==> src/rtl/dram_rr_arbiter_pkg.sv <==
// Shared definitions for the DRAM/MMIO bus round-robin arbiter.
// State encodings are fixed so they can be probed by name in debug captures.
package dram_rr_arbiter_pkg;

    typedef enum logic [1:0] {
        ST_OWN    = 2'd0,
        ST_DRAIN  = 2'd1,
        ST_SWITCH = 2'd2,
        ST_SETTLE = 2'd3
    } arb_state_e;

    localparam int NCORES_DEF  = 2;
    localparam int GRANT_W_DEF = $clog2(NCORES_DEF);

    // Wide enough for QUANTUM up to 255 and GAP up to 15.
    localparam int CNT_W = 8;
    localparam int GAP_W = 4;

endpackage

==> src/rtl/dram_rr_arbiter_rr_next_picker.sv <==
// Combinational round-robin picker: first requester after the current index,
// found by rotating the request vector, priority-encoding, and rotating back.
module rr_next_picker #(
    parameter int NCORES  = 2,
    parameter int GRANT_W = $clog2(NCORES)
) (
    input  logic [NCORES-1:0]  req,
    input  logic [GRANT_W-1:0] cur,
    output logic [GRANT_W-1:0] next_id,
    output logic               found
);

    logic [NCORES-1:0]  rot;
    logic [GRANT_W-1:0] off;

    always_comb begin
        rot = '0;
        // rot[0] is the core right after cur; NCORES is a power of two so
        // the index wraps by truncation.
        for (int i = 0; i < NCORES; i++) begin
            rot[i] = req[cur + GRANT_W'(i + 1)];
        end
        off = '0;
        for (int i = NCORES - 1; i >= 0; i--) begin
            if (rot[i]) off = GRANT_W'(i);
        end
        next_id = cur + off + GRANT_W'(1);
        found   = |req;
    end

endmodule

==> src/rtl/dram_rr_arbiter.sv <==
// Request-driven round-robin owner of the shared DRAM/MMIO bus port, with a
// per-owner transaction quantum, drain-before-switch, atomic lock hold and settle gap.
module dram_rr_arbiter
    import dram_rr_arbiter_pkg::*;
#(
    parameter int NCORES  = NCORES_DEF,
    parameter int QUANTUM = 4,
    parameter int GAP     = 1
) (
    input  logic                      CLK,
    input  logic                      RST_X,
    input  logic [NCORES-1:0]         i_req,
    input  logic [NCORES-1:0]         i_lock,
    input  logic                      i_start,
    input  logic                      i_dram_busy,
    output logic [$clog2(NCORES)-1:0] o_grant_id,
    output logic [NCORES-1:0]         o_grant,
    output logic [NCORES-1:0]         o_busy_mask,
    output logic                      o_switch,
    output logic                      o_err
);

    localparam int GRANT_W = $clog2(NCORES);

    arb_state_e         state, state_nxt;
    logic [GRANT_W-1:0] owner, owner_nxt;
    logic [CNT_W-1:0]   cnt, cnt_nxt;
    logic [GAP_W-1:0]   gap_cnt, gap_nxt;
    logic               sw, sw_nxt;
    logic               err, err_nxt;

    logic [NCORES-1:0]  owner_oh;
    logic [GRANT_W-1:0] pick_id;
    logic               pick_found;
    logic               other_pending;
    logic               quantum_hit;
    logic               yield;

    assign owner_oh      = NCORES'(1) << owner;
    assign other_pending = |(i_req & ~owner_oh);
    assign quantum_hit   = (cnt == CNT_W'(QUANTUM));
    assign yield         = other_pending && !i_lock[owner] &&
                           (quantum_hit || !i_req[owner]);

    rr_next_picker #(
        .NCORES  (NCORES),
        .GRANT_W (GRANT_W)
    ) u_picker (
        .req     (i_req),
        .cur     (owner),
        .next_id (pick_id),
        .found   (pick_found)
    );

    always_ff @(posedge CLK or negedge RST_X) begin
        if (!RST_X) begin
            state   <= ST_OWN;
            owner   <= '0;
            cnt     <= '0;
            gap_cnt <= '0;
            sw      <= 1'b0;
            err     <= 1'b0;
        end else begin
            state   <= state_nxt;
            owner   <= owner_nxt;
            cnt     <= cnt_nxt;
            gap_cnt <= gap_nxt;
            sw      <= sw_nxt;
            err     <= err_nxt;
        end
    end

    always_comb begin
        state_nxt = state;
        owner_nxt = owner;
        cnt_nxt   = cnt;
        gap_nxt   = gap_cnt;
        sw_nxt    = 1'b0;
        err_nxt   = err;
        case (state)
            ST_OWN: begin
                if (i_start && !quantum_hit) cnt_nxt = cnt + CNT_W'(1);
                // A launch in the yield cycle may still be in flight, so drain it.
                if (yield) state_nxt = (i_dram_busy || i_start) ? ST_DRAIN : ST_SWITCH;
            end
            ST_DRAIN: begin
                if (i_start) err_nxt = 1'b1;
                if (!i_dram_busy) state_nxt = ST_SWITCH;
            end
            ST_SWITCH: begin
                if (pick_found) owner_nxt = pick_id;
                sw_nxt  = pick_found && (pick_id != owner);
                cnt_nxt = '0;
                if (GAP == 0) begin
                    state_nxt = ST_OWN;
                end else begin
                    state_nxt = ST_SETTLE;
                    gap_nxt   = GAP_W'(GAP - 1);
                end
            end
            ST_SETTLE: begin
                if (gap_cnt == '0) state_nxt = ST_OWN;
                else               gap_nxt   = gap_cnt - GAP_W'(1);
            end
            default: state_nxt = ST_OWN;
        endcase
    end

    // Outputs decode from registered state only.
    assign o_grant_id  = owner;
    assign o_grant     = (state == ST_OWN || state == ST_DRAIN) ? owner_oh : '0;
    assign o_busy_mask = (state == ST_OWN) ? ~owner_oh : '1;
    assign o_switch    = sw;
    assign o_err       = err;

endmodule

==> config.mk <==
export PLATFORM = sky130hd
export DESIGN_NAME = dram_rr_arbiter
export DESIGN_NICKNAME = d
export VERILOG_FILES = /design/src/rtl/dram_rr_arbiter_pkg.sv /design/src/rtl/dram_rr_arbiter_rr_next_picker.sv /design/src/rtl/dram_rr_arbiter.sv
export SDC_FILE = /design/constraint.sdc
export NUM_CORES = 1
export LEC_CHECK = 0
export BUFFER_PORTS_ARGS = -buffer_cell sky130_fd_sc_hd__buf_4
export CAP_MARGIN = 10
export CORE_ASPECT_RATIO = 1.1
export CORE_MARGIN = 2
export CORE_UTILIZATION = 45
export DETAILED_ROUTE_END_ITERATION = 7
export GPL_TIMING_DRIVEN = 1
export MAX_ROUTING_LAYER = met4
export PLACE_DENSITY = 0.65
export SLEW_MARGIN = 40
export SYNTH_ARGS = -nofsm -noshare
export SYNTH_HDL_FRONTEND = slang
export SYNTH_SLANG_ARGS = --single-unit
==> constraint.sdc <==
create_clock -name CLK -period 1.7 [get_ports CLK]
set_input_delay 0.34 -clock CLK [delete_from_list [all_inputs] [get_ports CLK]]
set_output_delay 0.34 -clock CLK [all_outputs]
set_load 0.02 [all_outputs]
# --- Yosys cells after proc, flatten, opt, wreduce, memory -nomap -nowiden ---
# Index checks and enable logic that the tools add are counted.
op_classes:
  addsub: 5
  magnitude_cmp: 2
  eq_ne: 10
  shift: 1
  muxes: 20
  bitwise: 2
  reduce_logical: 21
ops:
  columns: ["op", "n"]
  rows:
  - ["$pmux W8 S2", 1]
  - ["$mux W2", 6]
  - ["$ne A2 B2 Y1 const B", 5]
  - ["$mux W1", 9]
  - ["$add A8 B1 Y8 const B", 1]
  - ["$eq A8 B3 Y1 const B", 1]
  - ["$mux W8", 1]
  - ["$pmux W2 S4", 1]
  - ["$pmux W4 S2", 1]
  - ["$reduce_and A2 Y1", 4]
  - ["$eq A2 B2 Y1 const B", 2]
  - ["$logic_and A1 B1 Y1", 4]
  - ["$logic_not A4 Y1", 1]
  - ["$lt A1 B2 Y1 const B", 2]
  - ["$mux W4", 1]
  - ["$reduce_bool A2 Y1", 2]
  - ["$reduce_or A2 Y1", 2]
  - ["$sub A4 B1 Y4 const B", 1]
  - ["$logic_not A1 Y1", 3]
  - ["$logic_or A1 B1 Y1", 3]
  - ["$reduce_and A3 Y1", 1]
  - ["$add A1 B1 Y1 const B", 2]
  - ["$and A2 B2 Y2", 1]
  - ["$eq A2 B1 Y1 const B", 1]
  - ["5 further kinds", 5]
word_totals:
  ff_bits: 17
  in_bits: 8
  output_inout_bits: 7
  wordCells: 67

# --- Depth between registers and ports, before layout ---
depth:
  depth_word: 9
  ltp_mapped: 7
  depth_no_buf: 6

# --- Cells and area by module ---
# A second synthesis with hierarchy kept.
hier_totals:
  cells_unflattened: 126
  area_unflattened_um2: 1123.6
modules_own_cells:
  columns: ["mod", "instances", "cells_per_inst", "area_per_inst_um2", "seq_area_each_um2"]
  rows:
  - ["dram_rr_arbiter", 1, 122, 1098.6, 425.4]
  - ["rr_next_picker", 1, 4, 25.0, 0.0]

# --- Worst setup path after synthesis ---
# No wires, ideal clock.
synth_timing:
  path_kind: "reg2reg"
  start: "register cnt[0]"
  end: "register cnt[1]"
  setup_ps: 122
  t_arrival_ps: 1572
  required_time_ps: 1578
  setup_slack_ps: 7
  path_stages_with_launch: 6
  n_path_buf: 0
  period_less_slack_ps: 1693
  path_cell_list: "dfrtp_1 > inv_1 > ha_1 > or4b_4 > o211a_1 > a32o_1"
synth_via:
  elab_chain_cells: 5
  word_cells_on_any_way: 8
  cone_classes: "1 x add/sub; 2 x eq/ne; 2 x mux; 3 x reduce/logical"
synth_lines:
  columns: ["item", "line", "text"]
  rows:
  - ["start, declared", "dram_rr_arbiter.sv:27", "logic [CNT_W-1:0] cnt, cnt_nxt;"]
  - ["start signal, assigned", "dram_rr_arbiter.sv:66", "cnt <= cnt_nxt;"]
  - ["branches (longest 5 deep; another with $add A8 B1 Y8)", null, null]
# Several ways; the timed one is not identified. The select of a mux whose other input is x is not followed.
# A chain may end at the register's enable or synchronous reset.

# --- Worst setup path in the final report ---
layout_timing:
  start: "register cnt[1]"
  end: "register cnt[1]"
# Same word-level chain as after synthesis.

==> results by group <==
Cells and area
  – Commonest cells after routing, fill and taps aside: buf_4 (26), dfrtp_1 (17), nand2_1 (10), inv_1 (8), nor2_1 (8)
  – Commonest non-fill, non-tap cell in the layout: buf_4
  – Area grow syn2layout: 32.9%
  – Fill cells: 196
  – N_diodes: 0
  – Final core occ: 0.636
  – Fraction of layout cells with a size suffix above 1: 0.320
  – Total Nets Final: 164

GRT
  – Global-route wire length before repair: 4260 um
  – GRT overflow: 0
  – Via count of the first global-routing pass: 940
  – Largest net degree at the start of global routing: 18
  – Initial antenna violation count: 0
  – GRT Total Usage: 0.202

CTS
  – Sink Count: 17
  – Reg clk slew, reported paths: 0.10 ns
  – TritonCTS clock tree: built
  – H-tree depth: 1
  – Worst skew pair latency: 0.28 ns
  – Num CTS Buffers: 3
  – Clock tree buffer depth: 2
  – Clock Root Buffer: clkbuf_4

Worst hold path
  – Hold crit path type: in -> reg
  – Sink of the worst hold path: o_grant_id
  – Worst hold start: i_req[0]
  – Hold path cells: 2

Worst setup path
  – Slowest Stage Delay on Critical Path: 0.51 ns
  – FF-to-FF End: cnt[1]
  – Largest fanout on the critical path: 4
  – CP max stage cell: or4b_4
  – Critical path class: reg -> reg
  – Reg2Reg Setup Slack: -0.003 ns
  – Top delay family on crit path: compound AO/OA/AOI/OAI gates
  – Crit end category: flop
  – CP Launch Type: flop
  – CP cell instances: inv_1, ha_1, or4b_4, o211a_4, a32o_1
  – CP Data Required Time: 1.88 ns
  – Worst Path Buf+Inv: 1
  – Worst r2r path cells: 5
  – Worst Path Arrival: 1.89 ns
  – Reg2reg start: cnt[1]

Timing
  – Final worst slack: -0.00261 ns
  – Min Tclk post-route: 1.70 ns
  – Clk_skew: 0.00278 ns
  – RSZ-0062 raised after global routing: yes
  – Hold_ws: 0.266 ns
  – Setup-failing EPs final: 1
  – Max-slew violations: 0
  – Period Utilization, post-route: 1.00
  – Slew margin rel.: 0.778
  – Slew @ Worst Pin: 0.324 ns
  – Number of hold violations in the final report: 0
  – Fmax: 587 MHz
  – Setup TNS: -0.00261 ns

Synth
  – Simple-gate share of the synthesized area: 0.202
  – Synth area leader: dfrtp_1
  – Syn nets: 134
  – Top cell type's share of synthesized area: 0.395
  – Syn avg cell area: 9.13 um^2
  – Synthesis-stage register bit count: 17
  – Synth top area cells: dfrtp_1 (39%), ha_1 (9.3%), inv_1 (3.5%), nand2_1 (3.5%), nor2_1 (3.5%)
  – Post-synthesis mux area share: 0.0290
  – Synth Instances: 118
  – Compound-cell area share of the yosys netlist: 0.210
  – Post-synth EDFFs: 0
  – Most used DFF post-synth: dfrtp_1
  – Adder-cell share of the synthesized area: 0.0929
  – Ys async rst share: 1.00
  – Largest family of logic cells by synthesized area: compound AO/OA/AOI/OAI gates
  – Xor/xnor share of the synthesized area: 0.0244
  – Netlist cell types: 42
  – Post-synthesis cell area: 1080 um^2
  – Synth Warn #: 0
  – Sequential area share after synthesis: 0.395

Flow run
  – Max cap viols: 0

Status
  – Failing checks: setup timing
  – Outcome: complete, but fails checks

Routing
  – Via/cell ratio: 5.29
  – Drt wl/cell: 13.5 um
  – Residual DRC: 0
  – WL final: 2390 um
  – Vias after detailed routing: 936
  – Iter 0 DRT Violations: 28
  – Post-DRT Antenna Nets: 0
  – Drt first pass iters: 4

Power and ir drop
  – Max IR drop VDD: 696 uV
  – Leakage: 0.626 nW
  – Cell internal pwr: 1.14 mW
  – Combinational cell fraction of total power: 0.626
  – Clock power frac: 0.108
  – Total net switching power: 0.862 mW
  – Design Power: 2.00 mW
  – Sequential power share: 0.266
  – Sw frac: 0.431
  – Power density cells: 1400 nW/um^2

Floorplanning
  – Row count: 18
  – Die X: 50.7 um
  – Die ar.: 2800 um^2
  – Die Y: 55.3 um
  – Starting Density: 0.478
  – I/O pin count: 15
  – Total core area: 2250 um^2

Placed design
  – IO buf count: 14
  – Gpl congestion: 0.791
  – Post-DP HPWL: 1770 um
cell usage after synthesis (2+ instances only):
| library cell | count |
|---|---|
| dfrtp_1 | 17 |
| inv_1 | 10 |
| nand2_1 | 10 |
| nor2_1 | 10 |
| ha_1 | 8 |
| a21oi_1 | 7 |
| nand3_1 | 5 |
| a31oi_1 | 4 |
| o21ai_0 | 4 |
| nor3_1 | 3 |
| xnor2_1 | 3 |
| a21o_1 | 2 |
| a22o_1 | 2 |
| a32o_1 | 2 |
| mux2i_1 | 2 |
| nand2b_1 | 2 |
| nor2b_1 | 2 |
power groups by stage:
stage               clock [mW]  sequential (mW)  combinational (mW)
global route             0.243            0.546                1.37
detailed placement           0            0.536                1.03
CTS                      0.230            0.527                1.13
floorplan                    0            0.551               0.652
finish                   0.216            0.533                1.25
global placement             0            0.532                1.02
metal layers:
layer | wire length (um) | up-vias | track usage | share of wire
li1 | - | 482 | - | -
met2 | 1180 | 17 | 0.327 | 0.49
met5 | 0 | - | - | 0
met1 | 1100 | 435 | 0.260 | 0.46
met3 | 89 | 2 | 0.0270 | 0.037
met4 | 19 | 0 | 0.0695 | 0.0080
flip-flops by register name, summed over array words and instances (netlist names):
name	cells
gap_cnt	4
o_switch	1
cnt	8
o_grant_id	1
o_err	1
state	2
per-stage QoR:
stage | instances | area [um^2] | setup WS, ns
6_report | 177 | 1430 | -0.00261
4_1_cts | 176 | 1370 | -0.00223
3_5_place_dp | 170 | 1290 | -0.00790
2_1_floorplan | 118 | 1080 | 0.00671
3_3_place_gp | 170 | 1290 | 0.0194
5_1_grt | 177 | 1430 | -0.0666
worst max path at each step:
| stage | startpoint | end | slack [ns] | cells past startpoint |
|---|---|---|---|---|
| 2_1_floorplan | cnt[0] | cnt[1] | 0.007 | 5 |
| 3_3_place_gp | cnt[0] | cnt[1] | 0.02 | 5 |
| 3_5_place_dp | state[1] | cnt[7] | -0.008 | 6 |
| 4_1_cts | cnt[1] | cnt[1] | -0.002 | 5 |
| 5_1_grt | cnt[0] | cnt[1] | -0.07 | 5 |
| 6_report | cnt[1] | cnt[1] | -0.003 | 5 |
logic make-up (layout without fill, tap and decap cells):
logic type,count (synthesis),count (layout)
simple gates,42,42
compound gates,32,32
flops,17,17
buf+inv,13,42
fa+ha+maj,8,8
xor+xnor,3,3
mux,3,3
final cells by class:
class | count | area, um^2 | area share
Multi-Input combinational cell | 88 | 688 | 0.481
Sequential cell | 17 | 425 | 0.297
Tap cell | 30 | 37.5 | 0.0262
Inverter | 10 | 37.5 | 0.0262
Clock buffer | 4 | 26.3 | 0.0184
Timing Repair Buffer | 28 | 216 | 0.151
timing repair:
action,4_1_cts,5_1_grt
hold buffers,1,0
gates cloned,0,0
endpoints found under the setup margin,9,12
endpoints found under the hold margin,17,0
setup buffers,1,1
pin swaps,2,6
gates resized for setup,8,11
(Power assumes the default switching activity.)
